===== config.mk =====
export PLATFORM = sky130hd
export DESIGN_NAME = alu_arbiter_flat
export DESIGN_NICKNAME = d
export VERILOG_FILES = /design/src/rtl/alu_arbiter_if.sv /design/src/rtl/alu_arbiter.sv /design/src/flat_wrapper.sv
export SDC_FILE = /design/constraint.sdc
export NUM_CORES = 1
export LEC_CHECK = 0
export ABC_AREA = 1
export CELL_PAD_IN_SITES_DETAIL_PLACEMENT = 1
export CELL_PAD_IN_SITES_GLOBAL_PLACEMENT = 1
export CORE_MARGIN = 8
export CORE_UTILIZATION = 19
export DETAILED_ROUTE_END_ITERATION = 16
export PLACE_DENSITY_LB_ADDON = 0.1
export SLEW_MARGIN = 10
export SYNTH_ARGS = -nofsm -noshare
export SYNTH_HDL_FRONTEND = slang
export SYNTH_SLANG_ARGS = --single-unit
export TNS_END_PERCENT = 1

===== constraint.sdc =====
create_clock -name clk -period 2.8 [get_ports clk]
set_input_delay 0.56 -clock clk [delete_from_list [all_inputs] [get_ports clk]]
set_output_delay 0.56 -clock clk [all_outputs]
set_load 0.01 [all_outputs]

===== src/rtl/alu_arbiter_if.sv =====
// Bundle between the ALU arbiter, its two requesters/consumers and the shared ALU.
// The arbiter uses the slave view; requesters, consumers and the ALU use the master view.
interface alu_arbiter_if #(
    parameter int WIDTH = 32
);
    logic             p0_req_valid;
    logic             p0_req_ready;
    logic [WIDTH-1:0] p0_a;
    logic [WIDTH-1:0] p0_b;
    logic [3:0]       p0_op;
    logic             p0_rsp_valid;
    logic             p0_rsp_ready;
    logic [WIDTH-1:0] p0_rsp_data;

    logic             p1_req_valid;
    logic             p1_req_ready;
    logic [WIDTH-1:0] p1_a;
    logic [WIDTH-1:0] p1_b;
    logic [3:0]       p1_op;
    logic             p1_rsp_valid;
    logic             p1_rsp_ready;
    logic [WIDTH-1:0] p1_rsp_data;

    logic [WIDTH-1:0] alu_a;
    logic [WIDTH-1:0] alu_b;
    logic [3:0]       alu_sel;
    logic [WIDTH-1:0] alu_out;
    logic             alu_zero;

    logic             flag_z;
    logic             flag_n;
    logic             p1_forced;

    modport slave (
        input  p0_req_valid, p0_a, p0_b, p0_op, p0_rsp_ready,
        output p0_req_ready, p0_rsp_valid, p0_rsp_data,
        input  p1_req_valid, p1_a, p1_b, p1_op, p1_rsp_ready,
        output p1_req_ready, p1_rsp_valid, p1_rsp_data,
        output alu_a, alu_b, alu_sel,
        input  alu_out, alu_zero,
        output flag_z, flag_n, p1_forced
    );

    modport master (
        output p0_req_valid, p0_a, p0_b, p0_op, p0_rsp_ready,
        input  p0_req_ready, p0_rsp_valid, p0_rsp_data,
        output p1_req_valid, p1_a, p1_b, p1_op, p1_rsp_ready,
        input  p1_req_ready, p1_rsp_valid, p1_rsp_data,
        input  alu_a, alu_b, alu_sel,
        output alu_out, alu_zero,
        input  flag_z, flag_n, p1_forced
    );
endinterface


===== src/rtl/alu_arbiter.sv =====
// Two-port arbiter for the shared execute-stage ALU: port 0 has priority, port 1 is
// protected by a starvation counter. Results land in 1-deep per-port slots; Z/N flags live here.
module alu_arbiter #(
    parameter int WIDTH      = 32,
    parameter int STARVE_MAX = 4,
    parameter int CNT_W      = 3
) (
    input  logic         clk,
    input  logic         rst,
    alu_arbiter_if.slave bus
);
    localparam logic [3:0] OP_SUB  = 4'b0001;
    localparam logic [3:0] OP_CMP  = 4'b0101;
    localparam logic [3:0] OP_IDLE = 4'b1111;
    localparam logic [CNT_W-1:0] CNT_MAX = CNT_W'(STARVE_MAX);

    logic             r_p0_vld;
    logic [WIDTH-1:0] r_p0_data;
    logic             r_p1_vld;
    logic [WIDTH-1:0] r_p1_data;
    logic             r_flag_z;
    logic             r_flag_n;
    logic [CNT_W-1:0] r_starve_cnt;

    logic             w_elig0;
    logic             w_elig1;
    logic             w_gnt0;
    logic             w_gnt1;
    logic             w_flag_wr;

    // Grants are held off while reset is asserted so the ALU sees the idle select immediately.
    always_comb begin
        w_elig0   = bus.p0_req_valid & (~r_p0_vld | bus.p0_rsp_ready);
        w_elig1   = bus.p1_req_valid & (~r_p1_vld | bus.p1_rsp_ready);
        w_gnt0    = ~rst & w_elig0 & ((r_starve_cnt < CNT_MAX) | ~w_elig1);
        w_gnt1    = ~rst & w_elig1 & ~w_gnt0;
        w_flag_wr = w_gnt0 & ((bus.p0_op == OP_SUB) | (bus.p0_op == OP_CMP));
    end

    always_comb begin
        bus.alu_a   = '0;
        bus.alu_b   = '0;
        bus.alu_sel = OP_IDLE;
        if (w_gnt0) begin
            bus.alu_a   = bus.p0_a;
            bus.alu_b   = bus.p0_b;
            bus.alu_sel = bus.p0_op;
        end else if (w_gnt1) begin
            bus.alu_a   = bus.p1_a;
            bus.alu_b   = bus.p1_b;
            bus.alu_sel = bus.p1_op;
        end
    end

    assign bus.p0_req_ready = w_gnt0;
    assign bus.p1_req_ready = w_gnt1;
    assign bus.p1_forced    = w_gnt1 & w_elig0 & (r_starve_cnt == CNT_MAX);
    assign bus.p0_rsp_valid = r_p0_vld;
    assign bus.p0_rsp_data  = r_p0_data;
    assign bus.p1_rsp_valid = r_p1_vld;
    assign bus.p1_rsp_data  = r_p1_data;
    assign bus.flag_z       = r_flag_z;
    assign bus.flag_n       = r_flag_n;

    // Result slots: a new grant overwrites the slot even while it drains, so there is no bubble.
    always_ff @(posedge clk or posedge rst) begin
        if (rst) begin
            r_p0_vld  <= 1'b0;
            r_p0_data <= '0;
            r_p1_vld  <= 1'b0;
            r_p1_data <= '0;
        end else begin
            if (w_gnt0) begin
                r_p0_vld  <= 1'b1;
                r_p0_data <= bus.alu_out;
            end else if (bus.p0_rsp_ready) begin
                r_p0_vld  <= 1'b0;
            end
            if (w_gnt1) begin
                r_p1_vld  <= 1'b1;
                r_p1_data <= bus.alu_out;
            end else if (bus.p1_rsp_ready) begin
                r_p1_vld  <= 1'b0;
            end
        end
    end

    always_ff @(posedge clk or posedge rst) begin
        if (rst) begin
            r_flag_z     <= 1'b0;
            r_flag_n     <= 1'b0;
            r_starve_cnt <= '0;
        end else begin
            if (w_flag_wr) begin
                r_flag_z <= bus.alu_zero;
                r_flag_n <= bus.alu_out[WIDTH-1];
            end
            if (w_elig1 & ~w_gnt1) begin
                if (r_starve_cnt != CNT_MAX) begin
                    r_starve_cnt <= r_starve_cnt + 1'b1;
                end
            end else begin
                r_starve_cnt <= '0;
            end
        end
    end
endmodule

===== src/flat_wrapper.sv =====
// flat-port wrapper written by rule: the top's interface ports become plain ports
module alu_arbiter_flat 
#(
    parameter int WIDTH      = 32,
    parameter int STARVE_MAX = 4,
    parameter int CNT_W      = 3
)
  (clk, rst, bus_p0_req_valid, bus_p0_a, bus_p0_b, bus_p0_op, bus_p0_rsp_ready, bus_p0_req_ready, bus_p0_rsp_valid, bus_p0_rsp_data, bus_p1_req_valid, bus_p1_a, bus_p1_b, bus_p1_op, bus_p1_rsp_ready, bus_p1_req_ready, bus_p1_rsp_valid, bus_p1_rsp_data, bus_alu_a, bus_alu_b, bus_alu_sel, bus_alu_out, bus_alu_zero, bus_flag_z, bus_flag_n, bus_p1_forced);
  alu_arbiter_if #(.WIDTH(WIDTH)) bus_i ();
  input  logic clk;
  input  logic rst;
  input wire logic [$bits(bus_i.p0_req_valid)-1:0] bus_p0_req_valid;
  input wire logic [$bits(bus_i.p0_a)-1:0] bus_p0_a;
  input wire logic [$bits(bus_i.p0_b)-1:0] bus_p0_b;
  input wire logic [$bits(bus_i.p0_op)-1:0] bus_p0_op;
  input wire logic [$bits(bus_i.p0_rsp_ready)-1:0] bus_p0_rsp_ready;
  output wire logic [$bits(bus_i.p0_req_ready)-1:0] bus_p0_req_ready;
  output wire logic [$bits(bus_i.p0_rsp_valid)-1:0] bus_p0_rsp_valid;
  output wire logic [$bits(bus_i.p0_rsp_data)-1:0] bus_p0_rsp_data;
  input wire logic [$bits(bus_i.p1_req_valid)-1:0] bus_p1_req_valid;
  input wire logic [$bits(bus_i.p1_a)-1:0] bus_p1_a;
  input wire logic [$bits(bus_i.p1_b)-1:0] bus_p1_b;
  input wire logic [$bits(bus_i.p1_op)-1:0] bus_p1_op;
  input wire logic [$bits(bus_i.p1_rsp_ready)-1:0] bus_p1_rsp_ready;
  output wire logic [$bits(bus_i.p1_req_ready)-1:0] bus_p1_req_ready;
  output wire logic [$bits(bus_i.p1_rsp_valid)-1:0] bus_p1_rsp_valid;
  output wire logic [$bits(bus_i.p1_rsp_data)-1:0] bus_p1_rsp_data;
  output wire logic [$bits(bus_i.alu_a)-1:0] bus_alu_a;
  output wire logic [$bits(bus_i.alu_b)-1:0] bus_alu_b;
  output wire logic [$bits(bus_i.alu_sel)-1:0] bus_alu_sel;
  input wire logic [$bits(bus_i.alu_out)-1:0] bus_alu_out;
  input wire logic [$bits(bus_i.alu_zero)-1:0] bus_alu_zero;
  output wire logic [$bits(bus_i.flag_z)-1:0] bus_flag_z;
  output wire logic [$bits(bus_i.flag_n)-1:0] bus_flag_n;
  output wire logic [$bits(bus_i.p1_forced)-1:0] bus_p1_forced;
  assign bus_i.p0_req_valid = bus_p0_req_valid;
  assign bus_i.p0_a = bus_p0_a;
  assign bus_i.p0_b = bus_p0_b;
  assign bus_i.p0_op = bus_p0_op;
  assign bus_i.p0_rsp_ready = bus_p0_rsp_ready;
  assign bus_p0_req_ready = bus_i.p0_req_ready;
  assign bus_p0_rsp_valid = bus_i.p0_rsp_valid;
  assign bus_p0_rsp_data = bus_i.p0_rsp_data;
  assign bus_i.p1_req_valid = bus_p1_req_valid;
  assign bus_i.p1_a = bus_p1_a;
  assign bus_i.p1_b = bus_p1_b;
  assign bus_i.p1_op = bus_p1_op;
  assign bus_i.p1_rsp_ready = bus_p1_rsp_ready;
  assign bus_p1_req_ready = bus_i.p1_req_ready;
  assign bus_p1_rsp_valid = bus_i.p1_rsp_valid;
  assign bus_p1_rsp_data = bus_i.p1_rsp_data;
  assign bus_alu_a = bus_i.alu_a;
  assign bus_alu_b = bus_i.alu_b;
  assign bus_alu_sel = bus_i.alu_sel;
  assign bus_i.alu_out = bus_alu_out;
  assign bus_i.alu_zero = bus_alu_zero;
  assign bus_flag_z = bus_i.flag_z;
  assign bus_flag_n = bus_i.flag_n;
  assign bus_p1_forced = bus_i.p1_forced;
  alu_arbiter #(.WIDTH(WIDTH), .STARVE_MAX(STARVE_MAX), .CNT_W(CNT_W)) u_core (.clk(clk), .rst(rst), .bus(bus_i));
endmodule

-- Word level (Yosys, flattened, before mapping)
Index checks and enable logic that the tools add are counted.
- bits in registers: 71
- output and inout bits: 139
- bitwise logic cells: 20
- equality and inequality tests: 5
- magnitude comparators: 1
- multiplexer cells: 12
- add/sub/neg operators: 1
- reduce and logical (&&, ||, !) cells: 2
- operator list (kind ; count):
    32-bit 2-to-1 mux ; 4
    1-bit AND ; 10
    4-bit 2-to-1 mux ; 2
    3-bit 2-to-1 mux ; 2
    1-bit NOT ; 6
    4-bit by 1-bit == test with 1-bit output (second input constant) ; 1
    4-bit by 3-bit == test with 1-bit output (second input constant) ; 1
    1-bit 2-to-1 mux ; 4
    1-bit OR ; 4
    2-bit nonzero test ; 2
    3-bit by 1-bit adder with 3-bit output (second input constant) ; 1
    3-bit == test (second input constant) ; 1
    3-bit less-than comparator (second input constant) ; 1
    3-bit != test (second input constant) ; 1
    2-bit != test (second input constant) ; 1

-- Depth between registers and ports, before layout
Gate-level depths: netlist of run 1.
- depth after elaboration: 11
- gate-level depth with buffers: 9
- mapped depth without buffers: 7

-- Least setup slack after synthesis of run 1
Ideal clock, no wire load.
- kind: input-to-output
- start point: in rst
- end point: out bus_alu_a[15]
- buffers on the path: 2
- stages on the path: 8
- slack: -168 ps
- data arrival time: 2408 ps
- path through: inv_2 > nand2_1 > nor2_2 > nand2_2 > buf_4 > buf_2 > nand3_1 > nand2_1
- word-level cells in the longest chain between the ends: 7
- RTL lines (element ; RTL line ; source):
    start: declaration ; flat_wrapper.sv:11 ; input logic rst;
    1-bit NOT (*) ; alu_arbiter.sv:35, alu_arbiter.sv:36 ;
    1-bit AND (2 in a row) ; alu_arbiter.sv:35 ; w_gnt0 = ~rst & w_elig0 & ((r_starve_cnt < CNT_MAX) | ~w_elig1);
    1-bit NOT ; alu_arbiter.sv:36 ; w_gnt1 = ~rst & w_elig1 & ~w_gnt0;
    1-bit AND ; alu_arbiter.sv:36 ;
    32-bit 2-to-1 mux ; alu_arbiter.sv:48 ; end else if (w_gnt1) begin
    32-bit 2-to-1 mux (*) ; alu_arbiter.sv:44 ; if (w_gnt0) begin
    end: declaration ; flat_wrapper.sv:28 ; output wire logic [$bits(bus_i.alu_a)-1:0] bus_alu_a;
Every way passes the cells marked *; elsewhere a longest branch is shown, timed or not.

-- Worst setup path after layout of run 1
- start point: in bus_p0_req_valid
- end point: out bus_alu_a[5]
- word-level cells in the longest chain between the ends: 7
- RTL lines (element ; RTL line ; source):
    start: declaration ; flat_wrapper.sv:12 ; input wire logic [$bits(bus_i.p0_req_valid)-1:0] bus_p0_req_valid;
    1-bit AND (*) ; alu_arbiter.sv:33 ; w_elig0 = bus.p0_req_valid & (~r_p0_vld | bus.p0_rsp_ready);
    1-bit AND (*) (2 in a row) ; alu_arbiter.sv:35 ;
    1-bit NOT ; alu_arbiter.sv:36 ;
    1-bit AND ; alu_arbiter.sv:36 ;
    32-bit 2-to-1 mux ; alu_arbiter.sv:48 ;
    32-bit 2-to-1 mux (*) ; alu_arbiter.sv:44 ;
Marks and branches as above.

==> flow_summary.json, run 1 <==
{
  "status": "complete, no violations",
  "cts_tree": "done",
  "fin_setup_tns_ns": 0,
  "grt_remaining_overflow": 0,
  "crit_path_frequent_cell": "nand2_1",
  "synth_top_area_share_pct": 46.3,
  "setup_violations": 0,
  "yosysSeqAreaShare_pct": 46.3,
  "io_pins": 314,
  "drive_gt1_share_pct": 8.89,
  "grt_usage_pct": 16.2,
  "crit_arrival_ns": 2.15,
  "ys_seq_elements": 71,
  "final_nets": 1050,
  "hold_viol_final": 0,
  "powerDensity_mw_per_mm2": 517,
  "required_ns": 2.24,
  "ys_top_cells_by_area": "dfrtp_1 46%, nand2_1 30%, nand3_1 13%",
  "slowest_stage": "clkdlybuf4s50_1",
  "period_share_pct": 96.8,
  "initial_core_util_pct": 19.1,
  "cts_made_buffers": 9,
  "area_delta_synth_final_pct": 101,
  "drtIter0Drc": 241,
  "port_buffers": 313,
  "syn_area_mm2": 0.00383,
  "drv_cap": 0,
  "design_area_mm2": 0.00771,
  "utilization_pct": 38.5,
  "place_congestion": 0.879,
  "ir_worst_vdd_uv": 205,
  "min_period_ns": 2.71,
  "viasPerCell": 4.29,
  "grt_max_degree": 72,
  "path_cells": "clkdlybuf4s50_1 > nand2_1 > nor2_4 > nand2_8 > clkinv_8 > buf_12 > nand2_1 > nand2_1 > dlygate4sd2_1",
  "end_kind": "output port",
  "crit_path_max_incr_delay_ns": 0.50,
  "netlist_instances": 555,
  "power_leakage_nw": 3.87,
  "worst_pin_slew_ns": 0.930,
  "skew_ns": 0.00537,
  "cts_num_sinks": 71,
  "rsz0062_at_grt": "yes",
  "startpoint_type": "input port",
  "drt_pre_antenna_iters": 4,
  "dieArea_mm2": 0.0250,
  "wl_per_cell_um": 18.7,
  "synth_cell_types": 19,
  "rows": 52,
  "cts_root_buffer": "clkbuf_16",
  "min_path_type": "flip-flop to flip-flop",
  "grt_pass1_vias": 5230,
  "ant_nets": 0,
  "cts_buffer_depth": 2,
  "crit_type": "input port to output port",
  "clock_latency_ns": 0.33,
  "yosys_warnings": 0,
  "place_area_mm2": 0.00735,
  "drc": 0,
  "antenna_found_initial": 1,
  "core_mm2": 0.0200,
  "holdBufCountCts": 0,
  "die_width_um": 158,
  "htree_levels": 3,
  "slew_violations": 0,
  "fmaxAchievable_ghz": 0.369,
  "slew_headroom_pct": 38.0,
  "clk_pin_slew_ns": 0.06,
  "num_vias": 4923,
  "die_y_um": 158,
  "syn_avg_cell_area_um2": 6.91,
  "dp_hpwl_um": 16600,
  "yosys.area.top_type": "dfrtp_1",
  "drt-total-wl_um": 21500,
  "syn-num-nets": 732,
  "path_max_fanout": 23,
  "grt_pass1_wl_um": 30700
}
## worst max-delay path, delay by kind of cell
family,cells,cell delay [ns]
and+or+nand+nor,5,0.55
buffers and inverters,4,1.03
## report_power, final
| part | switching (mW) | total, mW | internal [mW] | leakage [nW] |
|---|---|---|---|---|
| combinational | 0.640 | 1.42 | 0.776 | 2.84 |
| clock | 0.463 | 1.24 | 0.781 | 0.152 |
| sequential | 0.110 | 1.32 | 1.21 | 0.885 |
| total | 1.21 | 3.98 | 2.77 | 3.87 |
## routing by layer
metal  vias up  wire length (um)  global-route usage [%]
li1       2384                 -                       -
met1      2325              8230                    17.8
met2       199             10900                    28.6
met3        15              2180                    6.50
met4         0               253                    4.18
met5         -                 0                       0
## flip-flops by register name, summed over array words and instances (netlist names)
register	count
u_core.bus.p0_rsp_data	32
u_core.bus.p1_rsp_data	32
u_core.r_starve_cnt	3
u_core.bus.flag_n	1
u_core.bus.flag_z	1
u_core.bus.p0_rsp_valid	1
u_core.bus.p1_rsp_valid	1
## per-stage QoR
stage	hold slack [ns]	setup WS, ns	std cells	power, mW
after detailed placement	0.462	-0.330	1126	2.81
after CTS	0.480	0.00296	1144	4.06
final	0.472	0.0906	1148	3.98
after global routing	0.497	-0.0165	1148	4.22
after floorplan	0.506	0.196	555	1.82
after global placement	0.456	-0.269	1126	2.77
## kinds of logic after synthesis
group	count (synthesis)	synth area share, %
simple gates	423	45.1
flops	71	46.3
buf+inv	50	6.69
compound gates	8	1.04
fa+ha+maj	2	0.652
xor+xnor	1	0.228
## area by class of cell
cell class	count	area [um2]
clock inverters	6	93.8
flip-flops and latches	71	1780
multi-input cells	434	1840
diodes	1	2.50
inverters	12	60.1
fillers	2477	12300
well taps	270	338
clock buffers	9	225
repair buffers	345	3370
## cell usage after synthesis (all sizes together)
master  count
xor2        1
buf        31
o21ai       7
dfrtp      71
nand4       2
nor2        9
clkbuf      7
a21oi       1
ha          2
nand3      98
nand2     313
nor4        1
inv        12
## worst paths after layout
| check | slack [ns] | depth (start not counted) | to | from |
|---|---|---|---|---|
| min reg2reg | 0.47 | 2 | u_core.bus.p1_rsp_data[20] | u_core.bus.p1_rsp_data[20] |
| min | 0.47 | 2 | u_core.bus.p1_rsp_data[20] | u_core.bus.p1_rsp_data[20] |
| max in group asynchronous | 1.51 | 4 | u_core.bus.p1_rsp_data[20] | rst |
| max reg2reg | 0.99 | 9 | u_core.r_starve_cnt[1] | u_core.bus.p0_rsp_valid |
| min in group asynchronous | 0.70 | 4 | u_core.bus.p0_rsp_data[9] | rst |
| max | 0.09 | 9 | bus_alu_a[5] | bus_p0_req_valid |
## timing repair
item,4_1_cts,5_1_grt
setup endpoints to repair,71,69
gates cloned,2,2
pin swaps,2,2
resized for setup,84,47
setup buffers,1,1
## cell usage in the layout, fill, tap and decap left out, types with 2 or more instances in the layout
cell type and instances:
o21ai_0 7, clkinv_4 2, bufinv_16 2, dfrtp_1 71, inv_1 10, clkbuf_2 21, nor2_4 2, buf_16 3
dlygate4sd2_1 48, clkdlybuf4s50_1 241, buf_12 5, ha_1 2, clkbuf_16 11, nand4_1 2, buf_4 21, clkdlybuf4s15_1 2
nor2_1 6, nand2_2 3, nand2_1 309, nand3_1 97
Power figures use the tool's default switching activity.
==> run 2, diff against run 1 <==
RECOVER_POWER = 50   (was not set)
==> run 2 against run 1 <==
Compared with the run above:
- the flow now finishes with violations (max-capacitance violations, max-slew violations)
- die area did not move
- clock power about the same
- non-clock buffer count stayed put
- clock-buffer cell count unchanged
- critical path type unchanged
- largest cell class unchanged
==> flow_summary.json, run 2 (synthesized netlist as in run 1, its figures left out) <==
{
  "status": "complete, but fails checks",
  "violations": "max-capacitance violations, max-slew violations",
  "r2r_cells": 9,
  "rr_startpoint": "u_core.bus.p0_rsp_valid",
  "die_y_um": 158,
  "grt_max_degree": 72,
  "p_int_mw": 2.74,
  "pwr-share-clk_pct": 31.5,
  "combPwrFrac_pct": 35.1,
  "min_path_type": "flip-flop to flip-flop",
  "drtIter0Drc": 228,
  "area_delta_synth_final_pct": 101,
  "end_kind": "output port",
  "num_vias": 4901,
  "holdCritStartpoint": "u_core.bus.p1_rsp_data[19]",
  "io_pins": 314,
  "required_ns": 2.24,
  "clock_latency_ns": 0.33,
  "final_nets": 1050,
  "cts_tree": "done",
  "slew_headroom_pct": -25.4,
  "startpoint": "bus_p0_req_valid",
  "slowest_stage": "clkdlybuf4s50_1",
  "port_buffers": 313,
  "setup_violations": 0,
  "hold_viol_final": 0,
  "crit_arrival_ns": 2.16,
  "initial_core_util_pct": 19.1,
  "path_cells": "clkdlybuf4s50_1 > nand2_1 > nor2_4 > nand2_8 > clkinv_8 > buf_12 > nand2_1 > nand2_1 > dlygate4sd2_1",
  "clk_pin_slew_ns": 0.06,
  "fin_cells": 1147,
  "drt-total-wl_um": 21500,
  "period_share_pct": 97.0,
  "r2r_setup_slack_ns": 0.99,
  "grt_usage_pct": 16.2,
  "cts_buffer_depth": 2,
  "min_period_ns": 2.72,
  "dieArea_mm2": 0.0250,
  "crit_path_frequent_cell": "nand2_1",
  "n_antenna_cell": 0,
  "path_max_fanout": 23,
  "wl_per_cell_um": 18.8,
  "grt_pass1_vias": 5230,
  "final_common_cell": "nand2_1",
  "skew_ns": 0.00499,
  "reg2reg_to": "u_core.r_starve_cnt[1]",
  "startpoint_type": "input port",
  "rows": 52,
  "fillers": 2477,
  "antenna_found_initial": 0,
  "drt_pre_antenna_iters": 4,
  "viasPerCell": 4.27,
  "crit_path_max_incr_delay_ns": 0.50,
  "htree_levels": 3,
  "netSwitchingFraction_pct": 30.6,
  "drc": 0,
  "rsz0062_at_grt": "yes",
  "cts_root_buffer": "clkbuf_16",
  "dp_hpwl_um": 16600,
  "core_mm2": 0.0200,
  "worst_pin_slew_ns": 1.88,
  "crit_type": "input port to output port",
  "utilization_pct": 38.4,
  "holdBufCountCts": 0,
  "grt_remaining_overflow": 0,
  "cts_made_buffers": 9,
  "grt_pass1_wl_um": 30700,
  "fmaxAchievable_ghz": 0.368,
  "ant_nets": 0,
  "hold_path_depth": 2,
  "die_width_um": 158,
  "p_seq_share_pct": 33.5,
  "ir_worst_vdd_uv": 203,
  "slew_violations": 72,
  "p_switching_mw": 1.21,
  "endpoint": "bus_alu_a[5]",
  "drive_gt1_share_pct": 8.89,
  "post-place-cells": 1126,
  "place_congestion": 0.879,
  "drv_cap": 1,
  "cts_num_sinks": 71,
  "layout_common_cells": "309 x nand2_1, 210 x clkdlybuf4s50_1, 97 x nand3_1, 71 x dfrtp_1, 48 x dlygate4sd2_1",
  "power_leakage_nw": 3.90,
  "powerDensity_mw_per_mm2": 513
}
run 2: final cells by class:
class | count | area [um2] | area share [%]
sequential | 71 | 1780 | 23.1
multi-input combinational | 434 | 1840 | 23.9
tap | 270 | 338 | 4.39
clock inverter | 6 | 93.8 | 1.22
inverter | 12 | 58.8 | 0.764
timing repair buffer | 345 | 3370 | 43.7
clock buffer | 9 | 225 | 2.93
run 2: stage by stage:
stage | area (um2) | setup slack [ns] | setup TNS (ns) | hold WS, ns | total power, mW
2_1_floorplan | 3840 | 0.196 | 0 | 0.506 | 1.82
3_3_place_gp | 7350 | -0.269 | -15.95 | 0.456 | 2.77
3_5_place_dp | 7350 | -0.330 | -18.11 | 0.462 | 2.81
4_1_cts | 7700 | 0.00296 | 0 | 0.480 | 4.06
5_1_grt | 7700 | -0.0165 | -0.0613 | 0.492 | 4.18
6_report | 7700 | 0.0829 | 0 | 0.467 | 3.95
run 2: metal layers:
layer  up-vias  GRT usage (%)  wire (um)
met5         -              0          0
met4         0           4.18        237
met3        13           6.50       2160
met2       190           28.6      10900
met1      2312           17.8       8200
li1       2386              -          -
run 2: worst min path at each step:
stage / slack [ns] / to
finish: 0.47 / u_core.bus.p1_rsp_data[19]
global route: 0.49 / u_core.bus.p0_rsp_data[23]
CTS: 0.48 / u_core.bus.p1_rsp_data[20]
detailed placement: 0.46 / u_core.bus.p1_rsp_data[20]
global placement: 0.46 / u_core.bus.p1_rsp_data[25]
floorplan: 0.51 / u_core.bus.flag_n
run 2: repair_timing:
| item | 4_1_cts | 5_1_grt |
|---|---|---|
| resized for setup | 84 | 47 |
| setup endpoints to repair | 71 | 69 |
| setup buffers | 1 | 1 |
| pin swaps | 2 | 2 |
| gates cloned | 2 | 2 |
run 2: worst max-delay path: cells and delay by family:
kind                   cells  cell delay (ns)
AND/OR/NAND/NOR            5             0.55
buffers and inverters      4             1.03
run 2: power groups by stage:
stage | logic, mW | clock network, mW | registers [mW]
finish | 1.38 | 1.24 | 1.32
global route | 1.51 | 1.32 | 1.35
CTS | 1.44 | 1.29 | 1.33
detailed placement | 1.46 | 0 | 1.34
global placement | 1.44 | 0 | 1.33
floorplan | 0.403 | 0 | 1.42
==> run 3, diff against run 2 <==
==> constraint.sdc (replaced) <==
create_clock -name clk -period 2.8 [get_ports clk]
set_input_delay 0.42 -clock clk [delete_from_list [all_inputs] [get_ports clk]]
set_output_delay 0.42 -clock clk [all_outputs]
set_load 0.01 [all_outputs]
==> run 3 against run 2 <==
Compared with the run above:
- sequential power barely moved
- power down 1.2%
- cell area decreased by 0.21%
- global-route usage is 0.72 points higher
- flip-flop and latch count unchanged
- highest routed layer unchanged
- die area stayed put
- clock-buffer cell count unchanged
- non-clock buffer count down 12
- clock skew hardly changed
- worst hold slack gained 0.0056 ns
- the flow now finishes without violations
- largest cell class unchanged
- utilization is 0.081 points lower
- final cell count fell by 0.96%
==> flow_summary.json, run 3 (synthesized netlist as in run 1, its figures left out) <==
{
  "status": "complete, no violations",
  "fillers": 2484,
  "final_common_cell": "nand2_1",
  "holdBufCountCts": 0,
  "crit_type": "input port to output port",
  "crit_path_max_incr_delay_ns": 0.55,
  "n_antenna_cell": 0,
  "dp_hpwl_um": 17300,
  "slew_headroom_pct": 38.1,
  "rr_startpoint": "u_core.bus.p0_rsp_valid",
  "cts_tree": "done",
  "drt-total-wl_um": 21800,
  "timing.hold.ws_ns": 0.472,
  "place_area_mm2": 0.00730,
  "utilization_pct": 38.3,
  "drt_pre_antenna_iters": 4,
  "startpoint": "rst",
  "layout_common_cells": "309 x nand2_1, 264 x clkdlybuf4s50_1, 97 x nand3_1, 71 x dfrtp_1, 30 x dlygate4sd2_1",
  "min_path_type": "flip-flop to flip-flop",
  "antenna_found_initial": 0,
  "wl_per_cell_um": 19.2,
  "htree_levels": 3,
  "fin_setup_tns_ns": 0,
  "holdCritStartpoint": "u_core.bus.p1_rsp_data[25]",
  "powerDensity_mw_per_mm2": 508,
  "dieArea_mm2": 0.0250,
  "place_congestion": 0.852,
  "path_max_fanout": 40,
  "worst_pin_slew_ns": 0.928,
  "end_kind": "output port",
  "grt_pass1_vias": 5374,
  "slowest_stage": "clkdlybuf4s50_1",
  "grt_remaining_overflow": 0,
  "rsz0062_at_grt": "yes",
  "viasPerCell": 4.30,
  "die_width_um": 158,
  "hold_path_depth": 2,
  "drc": 0,
  "min_period_ns": 2.76,
  "final_nets": 1038,
  "drive_gt1_share_pct": 5.20,
  "required_ns": 2.38,
  "hold_viol_final": 0,
  "initial_core_util_pct": 19.1,
  "p_total_mw": 3.90,
  "grt_max_degree": 78,
  "slew_violations": 0,
  "clk_pin_slew_ns": 0.06,
  "ir_worst_vdd_uv": 247,
  "r2r_cells": 9,
  "io_pins": 314,
  "core_mm2": 0.0200,
  "area_delta_synth_final_pct": 100,
  "path_cells": "clkdlybuf4s50_1 > inv_2 > nand2_1 > nor2_2 > nand2_4 > clkinv_2 > buf_12 > nand2_1 > nand2_1 > clkdlybuf4s50_1",
  "die_y_um": 158,
  "grt_usage_pct": 16.9,
  "power_leakage_nw": 3.98,
  "cts_root_buffer": "clkbuf_16",
  "fmaxAchievable_ghz": 0.363,
  "ant_nets": 0,
  "setup_violations": 0,
  "grt_pass1_wl_um": 32000,
  "port_buffers": 313,
  "drv_cap": 0,
  "cts_num_sinks": 71,
  "startpoint_type": "input port",
  "design_area_mm2": 0.00768,
  "clock_latency_ns": 0.33,
  "crit_path_frequent_cell": "nand2_1",
  "cts_buffer_depth": 2,
  "rows": 52,
  "num_vias": 4890,
  "drtIter0Drc": 221,
  "cts_made_buffers": 9,
  "skew_ns": 0.00472,
  "period_share_pct": 98.4,
  "crit_arrival_ns": 2.34
}
[run 3: metal layers]
metal / global-route usage, % / wire (um) / part of all wire (%)
met5: 0 / 0 / 0
met2: 29.0 / 10700 / 49
met4: 5.43 / 447 / 2.1
met3: 5.60 / 1700 / 7.8
met1: 19.7 / 8890 / 41
[run 3: worst max-delay path, delay by kind of cell]
| family | cells | cell delay (ns) |
|---|---|---|
| buf+inv | 5 | 1.38 |
| simple gates | 5 | 0.53 |
[run 3: area by class of cell]
class / instances / area (um2) / share of cell area (%)
Sequential cell: 71 / 1780 / 23.1
Clock buffer: 9 / 225 / 2.93
Clock inverter: 7 / 71.3 / 0.928
Inverter: 12 / 46.3 / 0.603
Timing Repair Buffer: 333 / 3400 / 44.3
Tap cell: 270 / 338 / 4.40
Multi-Input combinational cell: 434 / 1820 / 23.7
[run 3: power by group]
part | total (mW) | switching [mW] | internal [mW]
registers | 1.32 | 0.110 | 1.21
clock network | 1.16 | 0.467 | 0.693
logic | 1.42 | 0.631 | 0.784
[run 3: stage by stage]
step	setup slack, ns	instances
finish	0.0447	1136
global route	-0.0817	1136
CTS	-0.0720	1136
detailed placement	-0.0774	1118
global placement	-0.0534	1118
floorplan	0.112	555
[run 3: worst paths after layout]
check | to | slack, ns
worst max-delay path | bus_alu_a[8] | 0.04
worst min-delay path | u_core.bus.p1_rsp_data[25] | 0.47
worst max register to register | u_core.r_starve_cnt[0] | 0.93
worst min register to register | u_core.bus.p1_rsp_data[25] | 0.47
max in group asynchronous | u_core.bus.p0_rsp_data[24] | 1.34
min in group asynchronous | u_core.bus.p0_rsp_data[9] | 0.86
[run 3: timing repair]
| item | 4_1_cts | 5_1_grt |
|---|---|---|
| buffers inserted | 1 | 0 |
| pin swaps | 1 | 0 |
| endpoints found under the setup margin | 51 | 39 |
| gates cloned | 1 | 0 |
| resized for setup | 32 | 22 |
